[src/rtl/reset_sequencer.sv]
// reset_sequencer: conditions the soft-reset switch (2-flop sync + debounce),
// then releases per-subsystem active-high resets one at a time, each release
// gated by that stage's ready handshake or a per-stage timeout.
module reset_sequencer #(
  parameter int NUM_STAGES      = 3,
  parameter int HOLD_CYCLES     = 16,
  parameter int TIMEOUT_CYCLES  = 1024,
  parameter int DEBOUNCE_CYCLES = 4
) (
  input  logic                  CLK,
  input  logic                  RST,
  input  logic                  soft_rst_raw,
  input  logic [NUM_STAGES-1:0] stage_ready,
  output logic [NUM_STAGES-1:0] rst_out,
  output logic                  sys_ready,
  output logic [NUM_STAGES-1:0] timeout_err
);

  localparam int CNT_MAX = (HOLD_CYCLES > TIMEOUT_CYCLES) ? HOLD_CYCLES : TIMEOUT_CYCLES;
  localparam int CNT_W   = $clog2(CNT_MAX + 1);
  localparam int DB_W    = $clog2(DEBOUNCE_CYCLES + 1);
  localparam int IDX_W   = (NUM_STAGES > 1) ? $clog2(NUM_STAGES) : 1;

  typedef enum logic [1:0] {
    ST_ASSERT  = 2'd0,
    ST_RELEASE = 2'd1,
    ST_RUN     = 2'd2
  } state_t;

  state_t                state, nstate;
  logic [CNT_W-1:0]      cnt, ncnt;
  logic [IDX_W-1:0]      idx, nidx;
  logic [NUM_STAGES-1:0] to_set;
  logic [NUM_STAGES-1:0] rst_d, terr_d;
  logic                  rdy_d;

  logic                  s1, s2, db;
  logic [DB_W-1:0]       dcnt;
  logic                  db_flip, db_rise;

  // The debounced level flips on the edge that would complete the run of
  // DEBOUNCE_CYCLES consecutive mismatches.
  assign db_flip = (s2 != db) && (dcnt == DB_W'(DEBOUNCE_CYCLES - 1));
  assign db_rise = db_flip && !db;

  // Switch synchronizer and debounce counter.
  always_ff @(posedge CLK or negedge RST) begin
    if (!RST) begin
      s1   <= 1'b0;
      s2   <= 1'b0;
      db   <= 1'b0;
      dcnt <= '0;
    end else begin
      s1 <= soft_rst_raw;
      s2 <= s1;
      if (s2 != db) begin
        if (db_flip) begin
          db   <= ~db;
          dcnt <= '0;
        end else begin
          dcnt <= dcnt + 1'b1;
        end
      end else begin
        dcnt <= '0;
      end
    end
  end

  // Sequencer state register; outputs are registered from next-state values.
  always_ff @(posedge CLK or negedge RST) begin
    if (!RST) begin
      state       <= ST_ASSERT;
      cnt         <= '0;
      idx         <= '0;
      rst_out     <= '1;
      sys_ready   <= 1'b0;
      timeout_err <= '0;
    end else begin
      state       <= nstate;
      cnt         <= ncnt;
      idx         <= nidx;
      rst_out     <= rst_d;
      sys_ready   <= rdy_d;
      timeout_err <= terr_d;
    end
  end

  // Next-state logic: hold, staged release with ready/timeout, run.
  always_comb begin
    nstate = state;
    ncnt   = cnt;
    nidx   = idx;
    to_set = '0;
    case (state)
      ST_ASSERT: begin
        if (db) begin
          ncnt = '0;
        end else if (cnt == CNT_W'(HOLD_CYCLES - 1)) begin
          nstate = ST_RELEASE;
          nidx   = '0;
          ncnt   = '0;
        end else begin
          ncnt = cnt + 1'b1;
        end
      end
      ST_RELEASE: begin
        if (stage_ready[idx] || (cnt == CNT_W'(TIMEOUT_CYCLES - 1))) begin
          // ready wins over a coincident timeout
          if (!stage_ready[idx]) to_set[idx] = 1'b1;
          ncnt = '0;
          if (idx == IDX_W'(NUM_STAGES - 1)) nstate = ST_RUN;
          else                               nidx   = idx + 1'b1;
        end else begin
          ncnt = cnt + 1'b1;
        end
      end
      ST_RUN: ;
      default: nstate = ST_ASSERT;
    endcase
    // a debounced switch press restarts everything from any state
    if (db_rise) begin
      nstate = ST_ASSERT;
      ncnt   = '0;
      nidx   = '0;
      to_set = '0;
    end
  end

  // Output values matching the next state, captured by the state register.
  always_comb begin
    rst_d = '1;
    for (int j = 0; j < NUM_STAGES; j++) begin
      rst_d[j] = (nstate == ST_ASSERT) || ((nstate == ST_RELEASE) && (j > int'(nidx)));
    end
    rdy_d  = (nstate == ST_RUN);
    terr_d = db_rise ? '0 : (timeout_err | to_set);
  end

endmodule
[config.mk]
export PLATFORM = sky130hd
export DESIGN_NAME = reset_sequencer
export DESIGN_NICKNAME = d
export VERILOG_FILES = /design/src/rtl/reset_sequencer.sv
export SDC_FILE = /design/constraint.sdc
export NUM_CORES = 1
export LEC_CHECK = 0
export ABC_AREA = 1
export CAP_MARGIN = 40
export CORE_UTILIZATION = 45
export DETAILED_ROUTE_END_ITERATION = 10
export GPL_TIMING_DRIVEN = 0
export PLACE_DENSITY = 0.67
export SLEW_MARGIN = 20
export SYNTH_ARGS = -nofsm -noshare
export SYNTH_HDL_FRONTEND = slang
export SYNTH_SLANG_ARGS = --single-unit
[constraint.sdc]
create_clock -name CLK -period 3.2 [get_ports CLK]
set_input_delay 0.64 -clock CLK [delete_from_list [all_inputs] [get_ports CLK]]
set_output_delay 0.64 -clock CLK [all_outputs]
set_load 0.1 [all_outputs]
==> results.md, run 1 <==
Status:
- The flow ran to the end, and the final reports show no timing, DRC or antenna violations.

CTS:
- The clock tree root buffer cell is clkbuf_4.
- The maximum level of the CTS H-tree is 1.
- Counting the buffers created by CTS gives 3.
- The clock drives 28 sinks.
- The insertion delay to the later sink of the worst-skew pair is 0.34 ns.
- Buffers added to address setup during post-CTS repair amount to 0.
- Post-CTS repair changed the size of 0 cells.
- The maximum clock path buffer count is 2.
- After clock tree synthesis, the clock-pin slew on the worst setup and hold paths is 0.16 ns.
- The TritonCTS clock tree is done.
- Hold repair after CTS inserted 0 buffers.

STA:
- The worst hold slack is between 0.2 and 0.3 ns.
- For the pin with the worst max-slew slack, the measured transition is 0.620 ns.
- For the final database, setup skew stands at 0.0114 ns.
- Based on the critical path, the design can be clocked at up to 444 MHz.
- The count of final max-slew check failures is 0.
- The hold violation count in the final report is 0.
- Measured against its own limit, the worst slew margin works out to approximately three fifths.
- Setup violations remaining at the end of the flow were counted as 0.
- The routed design could run at a clock period as short as 2.25 ns.
- The final sum of negative setup slack is 0 ns.
- Setup repair after global routing left no endpoint under its margin.
- The final critical path takes up 70.3% of the cycle.

Floorplanning:
- The row count is 21.
- From left edge to right edge, the die measures slightly above 60 µm.
- The area of the core is 3360 µm².
- The die area is roughly 3800 µm².
- The I/O pin total is 13.
- The chip height is about 61 µm.
- The starting density of the core is 47.0%.

Pwr:
- The leakage power is 0.939 nW.
- For this design the ratio of total power to cell area is 885 nW/µm².
- The maximum vdd drop is 0.332 mV.

Setup path:
- The path type of the worst setup path is register to output pin.
- The endpoint arrival time on the critical path is roughly 1.6 ns.
- The critical path data required time is between 2 and 3 ns.
- The sort of element at the end of the critical path is an output pin.
- For the worst flop-to-flop path, the logic depth is 10.
- The maximum fanout along the worst path is 1.
- The worst register-to-register path begins at dcnt[0].
- The sort of element at the start of the critical path is a register.
- The internal reg-to-reg setup slack is 1.55 ns.
- The endpoint identified for the worst register-to-register timing path is cnt[9].

Placement:
- The number of placed instances, taps included, is 252.
- Routability-driven placement finished with a final weighted congestion of 0.914.
- The detailed placer's ending HPWL is around 2300 µm.
- The quantity of I/O buffers inserted on ports is 12.

Drt:
- After detailed routing, the number of remaining DRC violations is 0.
- The routed design uses slightly above 80 µm of met3 wire.
- Detailed routing inserted a total of 1250 vias.
- The number of vias per cell is around 4.9.
- The first TritonRoute pass finished after 4 iterations.
- The detailed route wirelength on metal2 is 1400 µm.
- The count of routing violations after the opening detailed-route iteration is 37.
- The detailed router put a total of 1480 µm of wire on met1.
- Summed over all layers, the routed wires come to 3000 µm.
- The routed wire length per instance is around 12 µm.
- The uppermost metal layer occupied by signal nets is met4.
- In this run the remaining antenna-violating nets after routing total 0.

Final layout:
- The count of non-filler cells in the finished layout is approximately 260.
- The library cells used most frequently in the layout, excluding fill and tap cells, are nand2_1, dfrtp_1, inv_1, nand3_1.
- The antenna diode count is 0.
- The layout has 342 filler cells.
- Once layout is complete, the utilization of the core stands at a little under three fifths.
- Relative to the synthesized area, the layout overhead comes to 20.9%.
- Cells with a size suffix above 1 make up 22.4% of the layout.
- The final net count is 222.
- The most common cell after layout, fill and taps aside is nand2_1.

Global route:
- The first global-routing pass estimated 5130 µm of wire.
- The number of antenna violations at the first check in global routing is 0.
- The leftover overflow at the end of global routing is 0.
- The overall fraction of global-route tracks in use is 18.4%.
- The maximum number of pins on one net before global-route repair is 29.
- The via count of the first global-routing pass is 1181.

Worst hold path:
- The path category of the worst min-delay check is input port to async pin.

Synth:
- The yosys synthesis warning count is 0.
- The post-synth net total is between 150 and 200.
- Synthesis produced a netlist whose cell count is 187.
- The mean instance size in the synthesized netlist is 8.45 µm².
- Yosys mapped the design onto 29 distinct sky130hd cell types.
- The number of synthesized register bits is 28.
- The area of the mapped netlist is between 1500 and 2000 µm².
- Summing the sequential cell areas from Yosys gives 44.6% of the chip area.

Flow run:
- The tool flagged a number of max-cap violations equal to 0.
==> flip-flops by register name, indices dropped and copies added, names as in the netlist <==
signal	cells
sys_ready	1
db	1
cnt	11
s1	1
idx	2
rst_out	3
dcnt	3
timeout_err	3
s2	1
state	2
==> cell usage after synthesis <==
cell,count,area share [%]
a21oi_1,11,3.5
a21oi_2,1,0.55
a2bb2oi_1,1,0.55
a31o_2,1,0.55
buf_4,2,0.95
clkinv_1,1,0.24
clkinv_2,1,0.32
dfrtp_1,25,40
dfstp_2,3,5.0
ha_1,5,4.0
inv_1,24,5.7
inv_2,5,1.2
nand2_1,37,8.8
nand2_2,6,2.4
nand2_4,3,2.1
nand3_1,16,5.1
nand3_2,4,2.5
nand3_4,2,2.2
nand4_1,2,0.79
nor2_1,11,2.6
nor2_2,2,0.79
nor2_4,4,2.9
nor3_1,4,1.3
nor3_2,1,0.63
o21a_1,1,0.48
o21ai_0,5,1.6
o21ai_1,5,1.6
xnor2_1,2,1.1
xor2_1,2,1.1
==> per-stage QoR <==
stage                     total power [mW]  area [µm²]  setup WS (ns)
final                                 1.69        1910          0.949
after CTS                             1.70        1910          0.936
after floorplan                       1.19        1580           1.66
after detailed placement              1.47        1860           1.14
after global routing                  1.82        1910          0.907
after global placement                1.35        1760          0.934
==> worst max path at each step <==
| stage | start | end | cells after the start |
|---|---|---|---|
| 2_1_floorplan | timeout_err[2] | timeout_err[2] | 0 |
| 3_3_place_gp | rst_out[1] | rst_out[1] | 1 |
| 3_5_place_dp | stage_ready[0] | cnt[0] | 10 |
| 4_1_cts | rst_out[2] | rst_out[2] | 2 |
| 5_1_grt | rst_out[0] | rst_out[0] | 2 |
| 6_report | rst_out[2] | rst_out[2] | 2 |
==> area by class of cell <==
cell class | count | area, µm² | area share, %
plain buffers | 2 | 15.0 | 0.786
clock buffers | 3 | 22.5 | 1.18
clock inverters | 1 | 30.0 | 1.57
inverters | 31 | 118 | 6.16
multi-input cells | 126 | 743 | 38.9
flip-flops and latches | 28 | 704 | 36.9
well taps | 46 | 57.6 | 3.01
repair buffers | 19 | 220 | 11.5
==> where the power goes <==
group	switching, mW	total [mW]	internal (mW)
logic	0.612	0.935	0.323
clock network	0.109	0.236	0.127
registers	0.0685	0.519	0.450
total	0.790	1.69	0.900
==> cells by family (layout without fill, tap and decap cells) <==
logic type / count (synthesis) / after routing / share of synthesized area [%]
adder cells (fa/ha/maj): 5 / 5 / 3.96
flip-flops: 28 / 28 / 44.6
AO/OA/AOI/OAI: 25 / 25 / 8.79
buffers and inverters: 33 / 56 / 8.39
XOR/XNOR: 4 / 4 / 2.22
AND/OR/NAND/NOR: 92 / 92 / 32.1
==> layer usage <==
| metal | vias to the layer above | global-route usage [%] |
|---|---|---|
| met1 | 587 | 25.4 |
| met4 | 0 | 5.84 |
| met2 | 19 | 30.4 |
| li1 | 639 | - |
| met5 | - | 0 |
| met3 | 5 | 1.89 |
==> worst max-delay path: stages, from the launching register on <==
cell and delay (ns):
dfstp_2 0.55, clkdlybuf4s50_1 0.51, buf_8 0.20
No activity file was read; power rests on OpenSTA's default activity.
==> run 2, diff against run 1 <==
==> constraint.sdc (replaced) <==
create_clock -name CLK -period 2.3 [get_ports CLK]
set_input_delay 0.46 -clock CLK [delete_from_list [all_inputs] [get_ports CLK]]
set_output_delay 0.46 -clock CLK [all_outputs]
set_load 0.1 [all_outputs]
==> results of run 2 <==
Same layout as run 1 (identical final DEF). Status: finished, final reports clean.
Main changes from that run: setup slack after placement 1.14 ns -> 0.420 ns; setup slack after layout 0.949 ns -> 0.229 ns; hold slack 0.286 ns -> 0.106 ns; register-to-register setup slack 1.55 ns -> 0.65 ns; total power 1.69 mW -> 2.35 mW; worst IR drop on VDD 0.332 mV -> 0.462 mV
